$ cat src/rtl/fifo_pkt_reader.sv
// Packet reader for a first-word-fall-through FIFO: strips the length header and
// forwards the payload words through a 2-entry output buffer with valid/ready.
module fifo_pkt_reader #(
  parameter int DATA_WIDTH = 32,
  parameter int LEN_WIDTH  = 16
) (
  input  logic                  clk,
  input  logic                  rst,
  input  logic                  empty,
  input  logic [DATA_WIDTH-1:0] rdata,
  output logic                  ren,
  output logic                  m_valid,
  input  logic                  m_ready,
  output logic [DATA_WIDTH-1:0] m_data,
  output logic                  m_last,
  output logic                  busy,
  output logic                  zero_len,
  output logic [31:0]           pkt_cnt
);

  typedef enum logic {S_HDR, S_PAY} state_t;

  localparam logic [LEN_WIDTH-1:0] LEN_ONE = LEN_WIDTH'(1);

  state_t                state;
  logic [LEN_WIDTH-1:0]  rem;
  logic [LEN_WIDTH-1:0]  hdr_len;
  logic [DATA_WIDTH-1:0] buf_data [2];
  logic                  buf_last [2];
  logic [1:0]            occ;
  logic                  hdr_pop;
  logic                  push;
  logic                  pop;

  assign hdr_len = rdata[LEN_WIDTH-1:0];

  // NOTE: every variable written in always_comb gets a default first, so no latch is inferred.
  always_comb begin
    ren = 1'b0;
    if (!rst) begin
      if (state == S_HDR) ren = !empty;
      else                ren = !empty && (occ != 2'd2);
    end
  end

  assign hdr_pop = ren && (state == S_HDR);
  assign push    = ren && (state == S_PAY);
  assign pop     = (occ != 2'd0) && m_ready;

  assign m_valid = (occ != 2'd0);
  assign m_data  = buf_data[0];
  assign m_last  = buf_last[0];
  assign busy    = (state == S_PAY);

  // NOTE: sequential state uses non-blocking assignments only, so every register
  // samples the pre-edge value of its neighbours.
  always_ff @(posedge clk) begin
    if (rst) begin
      state    <= S_HDR;
      rem      <= '0;
      occ      <= 2'd0;
      zero_len <= 1'b0;
      pkt_cnt  <= 32'd0;
      // NOTE: the two buffer entries are plain registers, cleared so m_data/m_last read 0 out of reset.
      buf_data[0] <= '0;
      buf_data[1] <= '0;
      buf_last[0] <= 1'b0;
      buf_last[1] <= 1'b0;
    end else begin
      zero_len <= 1'b0;

      case (state)
        S_HDR: begin
          if (hdr_pop) begin
            rem <= hdr_len;
            if (hdr_len == '0) zero_len <= 1'b1;
            else               state    <= S_PAY;
          end
        end
        S_PAY: begin
          if (push) begin
            rem <= rem - LEN_ONE;
            if (rem == LEN_ONE) state <= S_HDR;
          end
        end
        default: state <= S_HDR;
      endcase

      if (pop && buf_last[0]) pkt_cnt <= pkt_cnt + 32'd1;

      // Entry 0 is always the head; push is blocked at occ==2, so push+pop implies occ==1.
      case ({push, pop})
        2'b10: begin
          buf_data[occ[0]] <= rdata;
          buf_last[occ[0]] <= (rem == LEN_ONE);
          occ              <= occ + 2'd1;
        end
        2'b01: begin
          buf_data[0] <= buf_data[1];
          buf_last[0] <= buf_last[1];
          occ         <= occ - 2'd1;
        end
        2'b11: begin
          buf_data[0] <= rdata;
          buf_last[0] <= (rem == LEN_ONE);
        end
        default: ;
      endcase
    end
  end

endmodule

$ cat config.mk
export PLATFORM = sky130hd
export DESIGN_NAME = fifo_pkt_reader
export DESIGN_NICKNAME = d
export VERILOG_FILES = /design/src/rtl/fifo_pkt_reader.sv
export SDC_FILE = /design/constraint.sdc
export NUM_CORES = 1
export LEC_CHECK = 0
export CAP_MARGIN = 20
export CELL_PAD_IN_SITES_DETAIL_PLACEMENT = 0
export CELL_PAD_IN_SITES_GLOBAL_PLACEMENT = 1
export CORE_ASPECT_RATIO = 1.25
export CORE_UTILIZATION = 43
export DETAILED_ROUTE_END_ITERATION = 16
export GPL_TIMING_DRIVEN = 0
export PLACE_DENSITY = 0.89
export REMOVE_ABC_BUFFERS = 1
export SLEW_MARGIN = 20
export SYNTH_ARGS = -nofsm -noshare
export SYNTH_HDL_FRONTEND = slang
export SYNTH_SLANG_ARGS = --single-unit
$ cat constraint.sdc
create_clock -name clk -period 6.7 [get_ports clk]
set_clock_uncertainty 0.15 [all_clocks]
set_input_delay 1.005 -clock clk [delete_from_list [all_inputs] [get_ports clk]]
set_output_delay 1.005 -clock clk [all_outputs]
set_load 0.05 [all_outputs]
## Word-level counts from Yosys, hierarchy flattened

Memory sizes are Yosys's and may differ from the RTL's.
Cells that the tools add are included.

| storage, ports and cells | value |
|---|---|
| register bits | 52 |
| RAM bits | 66 |
| input port bits | 36 |
| output and inout bits | 69 |
| word-level logic and storage cells | 70 |
| memories kept | 2 |

Memory list:

| name | words | bits a word | read ports | clocked after memory_dff | write ports | RTL line | source |
|---|---|---|---|---|---|---|---|
| buf_data | 2 | 32 | 2 | 0 | 2 | 28 | `logic [DATA_WIDTH-1:0] buf_data [2];` |
| buf_last | 2 | 1 | 2 | 0 | 2 | 29 | `logic buf_last [2];` |

| cells by class | value |
|---|---|
| add/sub/neg operators | 4 |
| eq/ne operators | 7 |
| multiplexer cells | 33 |
| bitwise gates (word level) | 6 |
| reduce and logical (&&, ||, !) cells | 13 |

Operator list:

| cell | number |
|---|---|
| two-way mux 32 bit | 3 |
| adder 32 x 1 -> 32 bit, second input constant | 1 |
| two-way mux 16 bit | 2 |
| one-hot mux 16 bit (2 select lines) | 1 |
| OR reduction 32 bit | 1 |
| two-way mux 1 bit | 25 |
| equality test 16 x 1 -> 1 bit, second input constant | 1 |
| logical NOT 16 bit | 1 |
| subtractor 16 x 1 -> 16 bit, second input constant | 1 |
| logical AND 1 bit | 5 |
| equality test 2 bit, second input constant | 2 |
| inequality test 2 bit, second input constant | 2 |
| OR 1 bit | 4 |
| one-hot mux 2 bit (2 select lines) | 1 |
| nonzero test 2 bit | 2 |
| OR reduction 3 bit | 1 |
| adder 2 x 1 -> 2 bit, second input constant | 1 |
| equality test 2 x 1 -> 1 bit, second input constant | 1 |
| inequality test 2 x 1 -> 1 bit, second input constant | 1 |
| inverter 1 bit | 2 |
| one-hot mux 1 bit (2 select lines) | 1 |
| AND reduction 2 bit | 1 |
| subtractor 2 x 1 -> 2 bit, second input constant | 1 |
| logical NOT 1 bit | 1 |
| OR reduction 1 bit | 1 |

## Depth between registers and ports, before layout

Gate-level depths: netlist of run 1.

| logic depth | value |
|---|---|
| depth after elaboration | 12 |
| depth in mapped cells | 12 |
| mapped depth without buffers | 9 |

## Worst setup path before layout of run 1

Ideal clock, no wire load.

| timing path | value |
|---|---|
| path type | input port to flip-flop |
| start | input rst |
| end | memory buf_data[0][0] (enable) |
| arrival | 3.046 ns |
| data required time | 6.155 ns |
| setup slack | 3.109 ns |
| cell stages on the path | 9 |
| buffers on the path | 1 |
| cells stage by stage | a211o_1 > inv_1 > nand2_1 > inv_1 > ha_1 > nand2b_1 > a21o_1 > clkbuf_1 > nand2b_1 |

RTL lines:

| element | RTL line | source |
|---|---|---|
| from (decl) | 8 | `input logic rst,` |
| to (decl) | 28 |  |

## Worst setup path after layout of run 1

| timing path | value |
|---|---|
| start | input rst |
| end | output ren |

| between the ends | value |
|---|---|
| cells in the longest elaborated chain, start to end | 1 |

Ends and longest elaborated chain:

| element | RTL line | source |
|---|---|---|
| two-way mux 1 bit | 40 | `if (!rst) begin` |
| to (decl) | 11 | `output logic ren,` |

No other way between the ends.

==> results_dict.tcl, run 1 <==
set metrics [dict create \
    run_status "finished clean" \
    rsz0062_at_grt "no" \
    initial_core_util_pct 44.2 \
    regToRegStartpoint "busy" \
    end_kind "output port" \
    period_minus_slack_ns 4.56 \
    cellPowerDensity_nw_per_um2 258 \
    async_flop_share_pct 0 \
    synth_edf_count 66 \
    root_buffer "clkbuf_16" \
    vias 4162 \
    min_path_cells 2 \
    stdcell_count 785 \
    required_ns 5.54 \
    syn_inst 506 \
    dr.pass1.iters 5 \
    clk_pin_slew_worst_paths_ns 0.05 \
    fin_ws_ns 2.14 \
    wl_met3_um 874 \
    ys_ff_latch 118 \
    place_hpwl_um 8360 \
    utilization_pct 59.1 \
    worstSetupPathDepth 4 \
    post_cts_resized 0 \
    p_leak_nw 2.80 \
    yosys.area_share.simple_pct 20.8 \
    insertedDiodeCount 0 \
    start_kind "input pin" \
    clk_path_buf_depth 2 \
    drt_iter0_drc 257 \
    die_area_sq_um 13000 \
    worst-path-buf-inv 3 \
    reg2reg_depth 9 \
    maxSlewHeadroom_pct 42.5 \
    worstPathCellList "buf_2, a211o_1, inv_1, clkdlybuf4s50_1" \
    port_buffers 104 \
    placed_cells 753 \
    h-tree-depth 4 \
    postSynthAreaPerCell_sq_um 10.6 \
    drtAntennaViolNets 0 \
    cts_sinks 118 \
    power_mw 1.85 \
    setup.worst_path.start "rst" \
    viasPerCell 5.30 \
    wl_met1_um 5050 \
    arrival_ns 3.41 \
    timing.final.crit_share_pct 68.1 \
    seq_area_frac_synth_pct 56.2 \
    grt_start_max_net_pins 35 \
    wl_per_cell_um 15.4 \
    syn2layout_area_growth_pct 33.6 \
    synth.mux.area_fraction_pct 6.42 \
    worstSetupPathType "in -> out" \
    fin_nets 650 \
    cpPeakStageDelay_ns 0.95 \
    vdd_ir_drop_max_v 0.000141 \
    insertion_delay_ns 0.40 \
    drive_gt1_share_pct 8.37 \
    max_clock_freq_mhz 219 \
    drc 0 \
    worstMarginPinSlew_ns 0.862 \
    cts_tree "done" \
    finalMaxSlewViolations 0 \
    wl_um 12100 \
    antenna_found_initial 0 \
    fp.dieH_um 127 \
    hold_ws_ns 0.341 \
    die_w_um 102 \
    synth_warnings 0 \
    core.rowCount 45 \
    synth-adder-area-share_pct 1.40 \
    worst_r2r_endpoint "buf_data[0][23]" \
    path_max_fanout 33 \
    grt_first_pass_wirelength_um 20500 \
    overflow 0 \
    post_cts_buffers 0 \
    cp_slowest_cell "clkdlybuf4s50_1" \
    cts_made_buffers 17 \
    endpoint "ren" \
    finalHoldViolations 0 \
    postCtsHoldBufs 0 \
    synth_cell_types 51 \
    min_path_type "reg -> reg" \
    io_pins 105 \
    synth_compound_area_share_pct 7.77 \
    post-place-ws_ns 1.84 \
    top_layer "met4" \
    grt_pass1_vias 4256 \
    max_cap_viol_count 0 \
    synth_top_family_by_area "simple AND/OR/NAND/NOR gates" \
    rrSetupSlack_ns 2.43 \
    ys.flop_type "edfxtp_1" \
    met2_length_um 6030 \
    gp_congestion 0.815 \
    setup-violations-final 0 \
    grt_util_all_layers_pct 20.1 \
    worst_path_dominant_cell_family "buffers and inverters" \
    syn_area_sq_um 5380 \
    core_area_sq_um 12200 \
    synthXorXnorAreaFrac_pct 4.88 \
]
## area by class of cell
class	count	area [sq um]
Tap cell	164	205
Fill cell	1053	4970
Timing Repair Buffer	109	1150
Clock inverter	15	120
Multi-Input combinational cell	353	2230
Clock buffer	17	425
Sequential cell	118	3020
Inverter	9	33.8
## metal layers
layer | vias up | track usage [%]
li1 | 2036 | -
met1 | 1991 | 23.9
met2 | 120 | 33.4
met3 | 15 | 7.39
met4 | 0 | 6.81
met5 | - | 0
## worst min path at each step
stage | start | end | slack (ns)
floorplan | rem[5] | rem[5] | 0.30
global placement | pkt_cnt[31] | pkt_cnt[31] | 0.31
detailed placement | pkt_cnt[31] | pkt_cnt[31] | 0.34
CTS | pkt_cnt[31] | pkt_cnt[31] | 0.35
global route | pkt_cnt[31] | pkt_cnt[31] | 0.37
finish | pkt_cnt[31] | pkt_cnt[31] | 0.34
## worst reg2reg max path, cell delays in order, from the launching register on
cell	delay (ns)
dfxtp_1	0.88
a211o_1	0.58
inv_1	0.46
nand2_1	0.32
inv_1	0.17
ha_1	0.21
or3_2	0.67
buf_12	0.25
mux2i_1	0.26
nor2_1	0.06
## metrics by stage
| stage | TNS (ns) | cell area (sq um) |
|---|---|---|
| 2_1_floorplan | 0 | 5280 |
| 3_3_place_gp | -103.18 | 6520 |
| 5_1_grt | 0 | 7190 |
| 4_1_cts | 0 | 7190 |
| 3_5_place_dp | 0 | 6650 |
| 6_report | 0 | 7190 |
## kinds of logic after synthesis
logic type               count (synthesis)
AO/OA/AOI/OAI                           64
XOR/XNOR                                30
adder cells (fa/ha/maj)                  6
buffers and inverters                   35
flip-flops                             118
multiplexers                            34
AND/OR/NAND/NOR                        219
## flip-flops by register name, indices dropped and copies added (netlist names)
name,cells
buf_data,64
buf_last,2
busy,1
occ,2
pkt_cnt,32
rem,16
zero_len,1
## layout by cell type (no fill, tap or decap), types with 5 or more instances in the layout
cell,synthesis,layout
a211oi_1,5,5
a21oi_1,22,22
a22oi_1,5,5
and3_1,7,7
and4_1,7,7
clkbuf_16,0,17
clkdlybuf4s50_1,0,103
dfxtp_1,52,52
edfxtp_1,66,66
ha_1,6,6
inv_1,9,9
inv_6,0,6
mux2i_1,33,33
nand2_1,21,21
nand3_1,13,13
nand4_1,12,12
nor2_1,105,105
nor3_1,8,8
nor4_1,10,10
o21ai_0,10,10
or3_1,8,7
xnor2_1,12,12
xor2_1,18,18
## cell usage after synthesis (2+ instances only)
master    count  area (sq um)
o22ai_1       4          25.0
clkbuf_1     22          82.6
or3_1         8          50.1
xor2_1       18           158
dfxtp_1      52          1040
nand3_1      13          65.1
o21ai_0      10          50.1
or4_1         4          30.0
and4_1        7          61.3
a211oi_1      5          37.5
o32ai_1       2          17.5
nand4b_1      2          17.5
and3_1        7          43.8
xnor2_1      12           105
o31ai_1       3          22.5
nand4_1      12          75.1
o21a_1        2          15.0
edfxtp_1     66          1980
mux2i_1      33           330
o211ai_1      2          15.0
inv_1         9          33.8
a21o_1        2          15.0
nand4_4       2          42.5
nor3_1        8          40.0
nand2_1      21          78.8
nand2b_1      4          25.0
or3_2         2          15.0
nor2_1      105           394
and2_1        3          18.8
nor2b_1       4          25.0
nor4_1       10          62.6
buf_2         3          15.0
a22oi_1       5          37.5
ha_1          6          75.1
a21oi_1      22           110
## power by group
group / total, mW / switching [mW] / leakage (nW) / internal [mW]
combinational: 0.212 / 0.130 / 1.44 / 0.0817
clock: 0.830 / 0.350 / 0.257 / 0.480
sequential: 0.813 / 0.0197 / 1.10 / 0.793
total: 1.85 / 0.500 / 2.80 / 1.35
Power figures use the tool's default switching activity.
==> run 2, diff against run 1 <==
CORE_UTILIZATION = 40   (was 43)
PLACE_DENSITY = 0.84   (was 0.89)
clock period = 4.8 ns   (was 6.7 ns; I/O delays follow)
==> results_dict.tcl, run 2 (same netlist as run 1, synthesis figures left out) <==
set metrics [dict create \
    cts_made_buffers 17 \
    grt_util_all_layers_pct 18.6 \
    rrSetupSlack_ns 0.45 \
    wl_per_cell_um 15.4 \
    insertedDiodeCount 0 \
    start_kind "input pin" \
    regMostFlops "buf_data" \
    die_w_um 106 \
    placed_cells 760 \
    stdcell_count 792 \
    dr.pass1.iters 4 \
    clk_pin_slew_worst_paths_ns 0.06 \
    port_buffers 104 \
    initial_core_util_pct 40.9 \
    h-tree-depth 4 \
    core_area_sq_um 13200 \
    path_max_fanout 34 \
    drive_gt1_share_pct 8.37 \
    biggestRegsByFlops "buf_data: 64 flops, pkt_cnt: 32 flops, rem: 16 flops" \
    hold_end "rem[5]" \
    vias 4143 \
    worst_r2r_endpoint "buf_data[0][0]" \
    viasPerCell 5.23 \
    insertion_delay_ns 0.41 \
    max_clock_freq_mhz 229 \
    gp_congestion 0.842 \
    antenna_found_initial 0 \
    drtAntennaViolNets 0 \
    drt_iter0_drc 198 \
    clk_path_buf_depth 2 \
    cts_sinks 118 \
    maxSlewHeadroom_pct 44.0 \
    largest_reg_flops 64 \
    required_ns 4.80 \
    grt_start_max_net_pins 35 \
    period_minus_slack_ns 4.37 \
    fin_nets 650 \
    wl_um 12200 \
    p_leak_nw 2.82 \
    worstMarginPinSlew_ns 0.839 \
    setup-violations-final 0 \
    stdcell_area_sq_um 7220 \
    cts_tree "done" \
    tns_ns 0 \
    grt_first_pass_wirelength_um 20400 \
    finalHoldViolations 0 \
    worstSetupPathType "in -> reg" \
    rsz0062_at_grt "no" \
    fp.dieH_um 132 \
    arrival_ns 4.36 \
    end_kind "flip-flop" \
    root_buffer "clkbuf_16" \
    regToRegStartpoint "busy" \
    run_status "finished clean" \
    min-delay-start "rem[5]" \
    grt_pass1_vias 4198 \
    cellPowerDensity_nw_per_um2 359 \
    die_area_sq_um 13900 \
    finalMaxSlewViolations 0 \
    reg2reg_depth 9 \
    syn2layout_area_growth_pct 34.1 \
    placed_cell_area_sq_um 6660 \
    drc 0 \
    final_common_cell "nor2_1" \
    place_hpwl_um 8530 \
    max_cap_viol_count 0 \
    io_pins 105 \
    final_cell_mix "105 x nor2_1, 103 x clkdlybuf4s50_1, 66 x edfxtp_1" \
    timing.final.crit_share_pct 91.0 \
    core.rowCount 47 \
    min_path_type "reg -> reg" \
    min_path_cells 2 \
    overflow 0 \
    vdd_ir_drop_max_v 0.000240 \
]
==> run 2: cell count changes in the layout (fill, tap and decap cells not counted) <==
cell,before,now
clkinv_1,1,0
clkinv_4,2,6
clkbuf_1,0,1
a21o_2,1,0
buf_16,2,3
buf_12,3,2
clkinvlp_4,4,1
a21o_4,0,1
inv_6,6,5
==> run 2: how the worst max path moves through the flow <==
stage | slack (ns) | end | depth (start not counted) | start
after global placement | -3.41 | buf_data[1][4] | 8 | rst
after CTS | 0.32 | buf_data[0][7] | 11 | rst
after detailed placement | -0.12 | buf_data[0][4] | 11 | rst
final | 0.43 | buf_data[0][0] | 11 | rst
after floorplan | -0.07 | buf_data[1][0] | 7 | busy
after global routing | 0.10 | buf_data[1][6] | 11 | rst
==> run 2: repair_timing <==
item,CTS,global route
resized for setup,0,1
hold buffers,0,0
buffers inserted,0,0
setup endpoints to repair,0,18
==> run 2: power by group <==
group          total (mW)  leakage, nW  switching [mW]  internal [mW]
logic               0.298         1.45           0.183          0.115
clock network        1.16        0.268           0.489          0.674
registers            1.13         1.10          0.0268           1.11
==> run 2: cell type report <==
cell class	count	area (sq um)
clock inverters	14	120
multi-input cells	353	2240
inverters	9	33.8
repair buffers	109	1160
well taps	171	214
clock buffers	18	429
fillers	1161	5960
flip-flops and latches	118	3020
==> run 2: through the flow <==
stage | setup slack, ns | utilization, % | total power [mW] | hold slack (ns)
floorplan | -0.0729 | - | 1.33 | 0.302
global placement | -3.41 | 49.6 | 1.44 | 0.313
detailed placement | -0.125 | 50.6 | 1.45 | 0.339
CTS | 0.317 | 54.7 | 2.63 | 0.346
global route | 0.104 | 54.8 | 2.69 | 0.364
finish | 0.433 | 54.8 | 2.59 | 0.354
==> run 2: worst max-delay path, cell delays in order <==
cell,delay [ns]
buf_2,0.40
buf_12,0.26
a211o_1,0.46
inv_1,0.44
nand2_1,0.31
inv_1,0.17
ha_1,0.21
or3_2,0.80
buf_16,0.28
mux2i_1,0.22
nor2_1,0.06
==> run 2: routing by layer <==
layer  up-vias  part of all wire, %  wire length (um)  GRT usage [%]
li1       2038                    -                 -              -
met1      1963                   40              4920           20.9
met2       125                   50              6120           31.4
met3        17                  7.6               929           6.89
met4         0                  1.9               231           8.18
met5         -                    0                 0              0
